## src/rtl/invsqrt_pkg.sv

```systemverilog
// Shared definitions for the fast inverse-square-root pipeline: float field
// widths, classification codes and the default seed constant.
package invsqrt_pkg;

    localparam int EXP_W = 8;
    localparam int MAN_W = 23;

    localparam logic [31:0] DEFAULT_MAGIC = 32'h5f3759df;

    localparam logic [1:0] ERR_OK   = 2'd0;
    localparam logic [1:0] ERR_ZERO = 2'd1;
    localparam logic [1:0] ERR_NEG  = 2'd2;
    localparam logic [1:0] ERR_INF  = 2'd3;

    typedef struct packed {
        logic [31:0] x2;
        logic [31:0] y;
        logic [1:0]  err_code;
        logic        denorm;
    } init_result_t;

    // Inf/NaN outranks zero, and zero outranks sign so that -0 reports as zero.
    function automatic logic [1:0] classify(input logic [31:0] value);
        logic [EXP_W-1:0] exp_f;
        logic [MAN_W-1:0] man_f;
        logic [1:0]       code;
        exp_f = value[30:23];
        man_f = value[22:0];
        if (exp_f == {EXP_W{1'b1}})
            code = ERR_INF;
        else if ({exp_f, man_f} == '0)
            code = ERR_ZERO;
        else if (value[31])
            code = ERR_NEG;
        else
            code = ERR_OK;
        return code;
    endfunction

endpackage

```

## src/rtl/invsqrt_init_fifo.sv

```systemverilog
// Small synchronous FIFO with occupancy count; the caller qualifies push/pop
// so that it never pushes when full or pops when empty.
module invsqrt_init_fifo #(
    parameter int WIDTH = 8,
    parameter int DEPTH = 2,
    localparam int PTR_W = $clog2(DEPTH),
    localparam int CNT_BITS = $clog2(DEPTH) + 1
) (
    input  logic                clk,
    input  logic                rst,
    input  logic                push,
    input  logic [WIDTH-1:0]    push_data,
    input  logic                pop,
    output logic [WIDTH-1:0]    pop_data,
    output logic [CNT_BITS-1:0] count
);

    logic [WIDTH-1:0] mem [DEPTH];
    logic [PTR_W-1:0] wr_ptr;
    logic [PTR_W-1:0] rd_ptr;

    assign pop_data = mem[rd_ptr];

    always_ff @(posedge clk or posedge rst) begin
        if (rst) begin
            for (int i = 0; i < DEPTH; i++)
                mem[i] <= '0;
        end else if (push) begin
            mem[wr_ptr] <= push_data;
        end
    end

    // DEPTH is a power of two, so pointer overflow is the modulo wrap.
    always_ff @(posedge clk or posedge rst) begin
        if (rst) begin
            wr_ptr <= '0;
            rd_ptr <= '0;
            count  <= '0;
        end else begin
            if (push)
                wr_ptr <= wr_ptr + 1'b1;
            if (pop)
                rd_ptr <= rd_ptr + 1'b1;
            case ({push, pop})
                2'b10:   count <= count + 1'b1;
                2'b01:   count <= count - 1'b1;
                default: count <= count;
            endcase
        end
    end

endmodule

```

## src/rtl/invsqrt_init_stage.sv

```systemverilog
// Front stage of the inverse-square-root pipeline: classifies each operand,
// forms the seed and half-operand, and buffers results in a small FIFO.
module invsqrt_init_stage
    import invsqrt_pkg::*;
#(
    parameter logic [31:0] MAGIC = DEFAULT_MAGIC,
    parameter int TAG_W = 4,
    parameter int DEPTH = 2,
    parameter int CNT_W = 16
) (
    input  logic             clk,
    input  logic             rst,
    input  logic             in_valid,
    output logic             in_ready,
    input  logic [31:0]      number,
    input  logic [TAG_W-1:0] in_tag,
    output logic             out_valid,
    input  logic             out_ready,
    output logic [31:0]      x2,
    output logic [31:0]      y,
    output logic [1:0]       err_code,
    output logic             denorm,
    output logic [TAG_W-1:0] out_tag,
    output logic [CNT_W-1:0] err_cnt,
    input  logic             cnt_clr
);

    localparam int CNT_BITS = $clog2(DEPTH) + 1;
    localparam int ENTRY_W  = $bits(init_result_t) + TAG_W;

    logic [EXP_W-1:0]    exp_f;
    logic [MAN_W-1:0]    man_f;
    logic [31:0]         half_mag;
    init_result_t        result;
    logic                push;
    logic                pop;
    logic [CNT_BITS-1:0] fifo_count;
    logic [ENTRY_W-1:0]  head;
    init_result_t        head_result;

    assign exp_f    = number[30:23];
    assign man_f    = number[22:0];
    assign half_mag = {1'b0, number[30:1]};

    // Normal operands halve by decrementing the exponent; exp 0/1 shift the
    // magnitude instead, which stays exact apart from the dropped mantissa LSB.
    always_comb begin
        result          = '0;
        result.err_code = classify(number);
        if (result.err_code == ERR_OK) begin
            if (exp_f >= 8'd2)
                result.x2 = {1'b0, exp_f - 8'd1, man_f};
            else
                result.x2 = half_mag;
            result.y      = MAGIC - half_mag;
            result.denorm = (exp_f == '0) && (man_f != '0);
        end
    end

    // Ready depends only on the registered count, never on out_ready.
    assign in_ready  = fifo_count < CNT_BITS'(DEPTH);
    assign out_valid = fifo_count != '0;
    assign push      = in_valid && in_ready;
    assign pop       = out_valid && out_ready;

    invsqrt_init_fifo #(
        .WIDTH(ENTRY_W),
        .DEPTH(DEPTH)
    ) u_fifo (
        .clk      (clk),
        .rst      (rst),
        .push     (push),
        .push_data({result, in_tag}),
        .pop      (pop),
        .pop_data (head),
        .count    (fifo_count)
    );

    assign head_result = head[ENTRY_W-1:TAG_W];
    assign out_tag     = head[TAG_W-1:0];
    assign x2          = head_result.x2;
    assign y           = head_result.y;
    assign err_code    = head_result.err_code;
    assign denorm      = head_result.denorm;

    // Clear takes priority over a same-cycle error push.
    always_ff @(posedge clk or posedge rst) begin
        if (rst)
            err_cnt <= '0;
        else if (cnt_clr)
            err_cnt <= '0;
        else if (push && (result.err_code != ERR_OK) && (err_cnt != {CNT_W{1'b1}}))
            err_cnt <= err_cnt + 1'b1;
    end

endmodule

```

## config.mk

```make
export PLATFORM = sky130hd
export DESIGN_NAME = invsqrt_init_stage
export DESIGN_NICKNAME = d
export VERILOG_FILES = /design/src/rtl/invsqrt_pkg.sv /design/src/rtl/invsqrt_init_fifo.sv /design/src/rtl/invsqrt_init_stage.sv
export SDC_FILE = /design/constraint.sdc
export NUM_CORES = 1
export LEC_CHECK = 0
export BUFFER_PORTS_ARGS = -buffer_cell sky130_fd_sc_hd__buf_4
export CAP_MARGIN = 20
export CORE_MARGIN = 3
export CORE_UTILIZATION = 40
export CTS_BUF_LIST = sky130_fd_sc_hd__clkbuf_4
export CTS_CLUSTER_DIAMETER = 50
export CTS_CLUSTER_SIZE = 25
export DETAILED_ROUTE_END_ITERATION = 12
export SLEW_MARGIN = 10
export SYNTH_ARGS = -nofsm -noshare
export SYNTH_HDL_FRONTEND = slang
export SYNTH_SLANG_ARGS = --single-unit
```

## constraint.sdc

```tcl
create_clock -name clk -period 14 [get_ports clk]
set_input_delay 3.5 -clock clk [delete_from_list [all_inputs] [get_ports clk]]
set_output_delay 3.5 -clock clk [all_outputs]
set_load 0.005 [all_outputs]
```

==> results of run 1 <==
[metal layers]
metal / vias to the layer above / track usage, %
met5: - / 0
met4: 0 / 4.85
met3: 15 / 3.84
met2: 139 / 29.6
met1: 3002 / 27.4
li1: 3045 / -
[worst paths after layout]
kind                                  from               to  slack, ns
max                          u_fifo.rd_ptr           x2[22]       8.16
min                          u_fifo.rd_ptr    u_fifo.rd_ptr       0.48
max reg2reg                u_fifo.count[1]  u_fifo.mem[104]      11.40
min reg2reg                  u_fifo.rd_ptr    u_fifo.rd_ptr       0.48
max in group asynchronous              rst    u_fifo.rd_ptr       9.41
min in group asynchronous              rst   u_fifo.mem[15]       3.07
[cells by family after synthesis]
group / count (synthesis)
AOI/OAI and AO/OA: 171
xor gates and xnor gates: 39
adders and majority gates: 8
buffers and inverters: 74
DFF: 158
muxes: 99
other: 1
and+or+nand+nor: 275
[power breakdown]
group          internal (mW)  switching, mW  leakage [nW]  total (mW)
Combinational          0.365          0.335          2.13       0.699
Sequential             0.625         0.0835          2.07       0.708
Clock                  0.146          0.164         0.165       0.310
[registers in the layout, summed over array words and instances (netlist names)]
signal,flops
u_fifo.mem,138
err_cnt,16
u_fifo.count,2
u_fifo.rd_ptr,1
u_fifo.wr_ptr,1
[layout make-up]
cell class,instances,area [um2]
clock inverters,11,166
repair buffers,132,991
well taps,265,332
inverters,10,42.5
fillers,1936,10200
multi-input cells,594,3830
clock buffers,20,150
flip-flops and latches,158,3960
diodes,1,2.50
[cells in the mapped netlist (4+ instances only)]
| library cell | instances |
|---|---|
| nand2_1 | 173 |
| dfrtp_1 | 158 |
| mux2_2 | 96 |
| o21ai_0 | 95 |
| clkbuf_1 | 42 |
| nor2_1 | 36 |
| o31ai_1 | 35 |
| xor2_1 | 21 |
| xnor2_1 | 18 |
| nand3_1 | 16 |
| nor4_1 | 14 |
| a21oi_1 | 10 |
| inv_1 | 10 |
| ha_1 | 8 |
| a22o_1 | 6 |
| nand4_1 | 6 |
| a21o_1 | 5 |
| and2_1 | 5 |
| buf_2 | 5 |
| nor3_1 | 5 |
| a31oi_1 | 4 |
| buf_4 | 4 |
| buf_6 | 4 |
[placed cells by master (no fill, tap or decap), types with 3 or more instances in the layout]
cell type,count
a21o_1,5
nand2_1,172
ha_1,8
a21oi_1,10
clkbuf_4,20
a21boi_0,3
o21ai_0,95
clkinv_2,3
bufinv_16,4
nor4_1,14
a31oi_1,4
o31ai_1,35
xnor2_1,18
buf_4,132
nand4_1,6
inv_1,9
nor2_1,36
nor3_1,5
nand3_1,16
xor2_1,21
and2_1,5
mux2_2,96
clkinvlp_4,3
dfrtp_1,157
mux2i_1,3
a22o_1,6
[per-stage QoR]
stage	hold slack, ns	instances	area (um2)	util [%]	power [mW]
finish	0.477	1191	9470	48.0	1.72
global route	0.507	1191	9470	48.0	1.85
CTS	0.482	1190	9470	48.0	1.74
detailed placement	0.461	1159	9150	46.4	1.43
global placement	0.450	1159	9150	46.4	1.42
floorplan	0.438	826	8140	-	1.12
==> metrics.txt, run 1 <==
CTS Sinks=roughly 160; metal3 WL=about 850 um; number of cells on the worst hold path=1; crit path buf inv count=2; main combinational cell family by area after synthesis=simple AND/OR/NAND/NOR gates; post-synth top area share=48.6%; relative slew slack=28.5%; max frequency=0.171 GHz; GR Overflow Total=0; Leakage=between 4 and 5 nW; Mapped Area=0.00813 mm2; met2 wire len=9.63 mm; final hold violation count=0; Post-CTS Setup Repair Bufs=0; CP arrival=~2.3 ns; Final ANT Viol Nets=0; synth warn=0; crit-path leading delay family=buffers and inverters; vias per cell=5.21; Max FO, Critical Path=between 60 and 70; CTS-repair resized insts=0; Clock Tree Buf Depth=2; synth unique cells=between 50 and 60; vias=6201; CP max stage delay=roughly 0.76 ns; DRT Pass-1 Iters=5; CP max-delay cell=buf_4; most area-consuming cells after synthesis=dfrtp_1 (49%), mux2_2 (13%), nand2_1 (8.0%); worst slew pin tran=~1.1 ns; vias in the first global route=6209; CTS root buffer=clkbuf_4; Final Setup Violations=0; Post-synth EDFFs=0; Max H-tree Level=4; crit path kind=register to primary output; Top Metal Used=met4; Setup TNS=0 ns; #FFs+latches synth=approximately 160; # IOs=130; Post-Synth Adder-Cell Area=1.23%; max_cap viols=0; sequential area share after synthesis=48.6%; DRC viols=0; worst slack, placed=8.03 ns; final WL=approximately 21 mm; CP most frequent cell=buf_4; DPL Wire Length=between 10 and 15 mm; mean area per synthesized cell=between 9 and 10 um2; Row Count=51; crit share post-route=a little over two fifths; DRT met1 WL=just under 10 mm; Critical Path Sink Type=primary output; CTS tree=yes; post-synthesis compound-gate area fraction=around 13%; largest net degree at the start of global routing=94; Most used DFF post-synth=dfrtp_1; xor/xnor share of the synthesized area=4.20%; CP required=10.50 ns; Max rail drop VDD=0.000106 V; routability-driven placement congestion ratio=between 0.8 and 0.9; Detailed Route Iter0 Violations=366; clock-pin slew on the worst setup and hold paths=approximately 0.13 ns; RSZ-0062 raised after global routing=no; Period minus WS final=5.84 ns; path depth of the worst reg2reg path=5; P&R area growth vs syn=16.4%; Final WS setup=8.16 ns; Critical Path Source Type=register; Synth area leader=dfrtp_1; WL per Instance=~17 um; mux cell area share after synthesis=between 10% and 20%; Nets=just under 1000; final count of pins violating max slew=0; cell count after synthesis=just over 800; Die Area=roughly 0.022 mm2; all-layer global routing usage=19.0%; Power Density=around 180 mW/mm2; crit path cell chain=buf_4 -> mux2_2 -> buf_4; PortBufs=127; core area=0.0197 mm2; share of layout cells above drive strength 1=between 20% and 30%; Die Y=~150 um; initial antenna violation count=1; post-synthesis simple-gate area fraction=about 15%; CTS buffer count=17; Clock Skew=approximately 0.011 ns; Hold-fix buffers, CTS=0; initial core utilization=around two fifths; outcome=finished, final reports clean; die width=around 150 um; Clock Latency Late Sink=approximately 0.56 ns; Worst path depth=3; Synth async-reset ratio=100%; first-pass GRT wire length=33.6 mm; hold crit path type=register to register
(Power assumes the default switching activity.)
==> run 2, diff against run 1 <==
clock period = 5.26 ns   (was 14 ns; I/O delays follow)
==> run 2 against run 1 <==
Compared with the run above: register-to-register slack worse by 8.7 ns; worst hold slack gained 0.0076 ns; die area did not move; non-clock buffer count up 1; via count is 0.95% higher; clock power grew 150%; core utilization is 0.16 points higher; critical path type unchanged; critical endpoint is now y[24]; largest power group unchanged; highest routed layer unchanged.
==> metrics.txt, run 2 (synthesized netlist as in run 1, its figures left out) <==
Nets=963; crit path kind=register to primary output; Non-Filler Instances=1193; Leakage=approximately 4.4 nW; Detailed Route Iter0 Violations=347; clock-pin slew on the worst setup and hold paths=0.15 ns; total placed cells including tap cells=1159; final WL=approximately 21 mm; CP required=approximately 4 ns; WL per Instance=~17 um; CTS buffer count=17; max_cap viols=0; share of layout cells above drive strength 1=29.3%; crit path buf inv count=2; Row Count=51; hold crit path type=register to register; DRT Pass-1 Iters=4; routability-driven placement congestion ratio=about 0.8; Max rail drop VDD=roughly 0.00028 V; final count of pins violating max slew=0; relative slew slack=18.0%; vias=between 6000 and 7000; Hold-fix buffers, CTS=0; Power Density=476 mW/mm2; Critical Path Source Type=register; Setup TNS=0 ns; Die Y=between 100 and 150 um; worst slew pin tran=approximately 1.2 ns; crit path cell chain=buf_12 -> mux2_2 -> buf_4; # IOs=130; crit-path leading delay family=flip-flops; final worst hold slack=between 0.4 and 0.5 ns; CP arrival=~2.4 ns; most common cell after layout, fill and taps aside=nand2_1; CP max stage delay=~0.90 ns; Max H-tree Level=4; core area=around 0.020 mm2; outcome=finished, final reports clean; final hold violation count=0; Final ANT Viol Nets=0; CP max-delay cell=dfrtp_2; GR Overflow Total=0; most frequent cells in the layout=nand2_1 (172), dfrtp_1 (157), buf_4 (130); RSZ-0062 raised after global routing=no; CTS tree=yes; DPL Wire Length=13.9 mm; largest net degree at the start of global routing=between 150 and 200; vias in the first global route=6069; Power Total=approximately 4.5 mW; initial antenna violation count=1; Top reg by flops=u_fifo.mem; Die Area=between 0.02 and 0.025 mm2; first-pass GRT wire length=33.3 mm; Clock Latency Late Sink=~0.56 ns; CTS-repair resized insts=0; vias per cell=between 5 and 6; Largest register FFs=around 140; Max FO, Critical Path=42; Clock Tree Buf Depth=2; crit share post-route=70.5%; CTS root buffer=clkbuf_4; Period minus WS final=~3.7 ns; max frequency=around 0.27 GHz; die width=149 um; Clock Skew=0.0260 ns; Post-CTS Setup Repair Bufs=0; Critical Path Sink Type=primary output; PortBufs=between 100 and 150; Final Setup Violations=0; CTS Sinks=approximately 160; P&R area growth vs syn=16.8%; Top Registers=u_fifo.mem x138, err_cnt x16, u_fifo.count x2; initial core utilization=between 40% and 50%; DRC viols=0; all-layer global routing usage=a little under a fifth
==> run 2: changes by cell type in the layout (fill, tap and decap cells not counted), sizes merged <==
| cell | previous run | this run |
|---|---|---|
| clkinv | 3 | 5 |
| clkinvlp | 3 | 5 |
| inv | 11 | 9 |
| buf | 132 | 133 |
| bufinv | 4 | 3 |
==> run 2: cell type report <==
class / instances / area, um2
timing repair buffer: 133 / 1040
fill: 1887 / 10200
sequential: 158 / 3960
multi-input combinational: 594 / 3830
clock inverter: 12 / 146
tap: 265 / 332
clock buffer: 20 / 150
inverter: 10 / 41.3
antenna: 1 / 2.50
==> run 2: report_power, final <==
part / switching (mW) / internal (mW) / total, mW
Sequential: 0.271 / 1.66 / 1.93
Combinational: 0.845 / 0.979 / 1.82
Clock: 0.429 / 0.341 / 0.770
Total: 1.54 / 2.98 / 4.53
==> run 2: worst min-delay path, stage by stage, from the launching register on <==
cell     delay [ns]
dfrtp_1        0.36
nand2_1        0.05
o31ai_1        0.05
==> run 2: metal layers <==
layer	GRT usage, %	vias to the layer above	share of wire (%)
li1	-	3048	-
met1	27.9	3050	49
met2	28.7	148	45
met3	3.41	14	4.3
met4	5.31	0	1.1
met5	0	-	0
==> run 2: path summary, 6_finish.rpt <==
kind                                  from              end  slack (ns)  depth (start not counted)
max                          u_fifo.rd_ptr            y[24]        1.55                          3
min                        u_fifo.mem[117]  u_fifo.mem[117]        0.48                          2
max reg2reg                u_fifo.count[1]   u_fifo.mem[44]        2.70                          4
min reg2reg                u_fifo.mem[117]  u_fifo.mem[117]        0.48                          2
max in group asynchronous              rst   u_fifo.mem[65]        3.60                          3
min in group asynchronous              rst   u_fifo.mem[86]        0.97                          3
==> run 2: metrics by stage <==
step	utilization, %	area [um2]	setup slack [ns]
6_report	48.2	9500	1.55
5_1_grt	48.2	9500	1.43
4_1_cts	48.0	9470	1.49
3_5_place_dp	46.5	9180	1.46
3_3_place_gp	46.5	9180	1.49
2_1_floorplan	-	8140	1.94
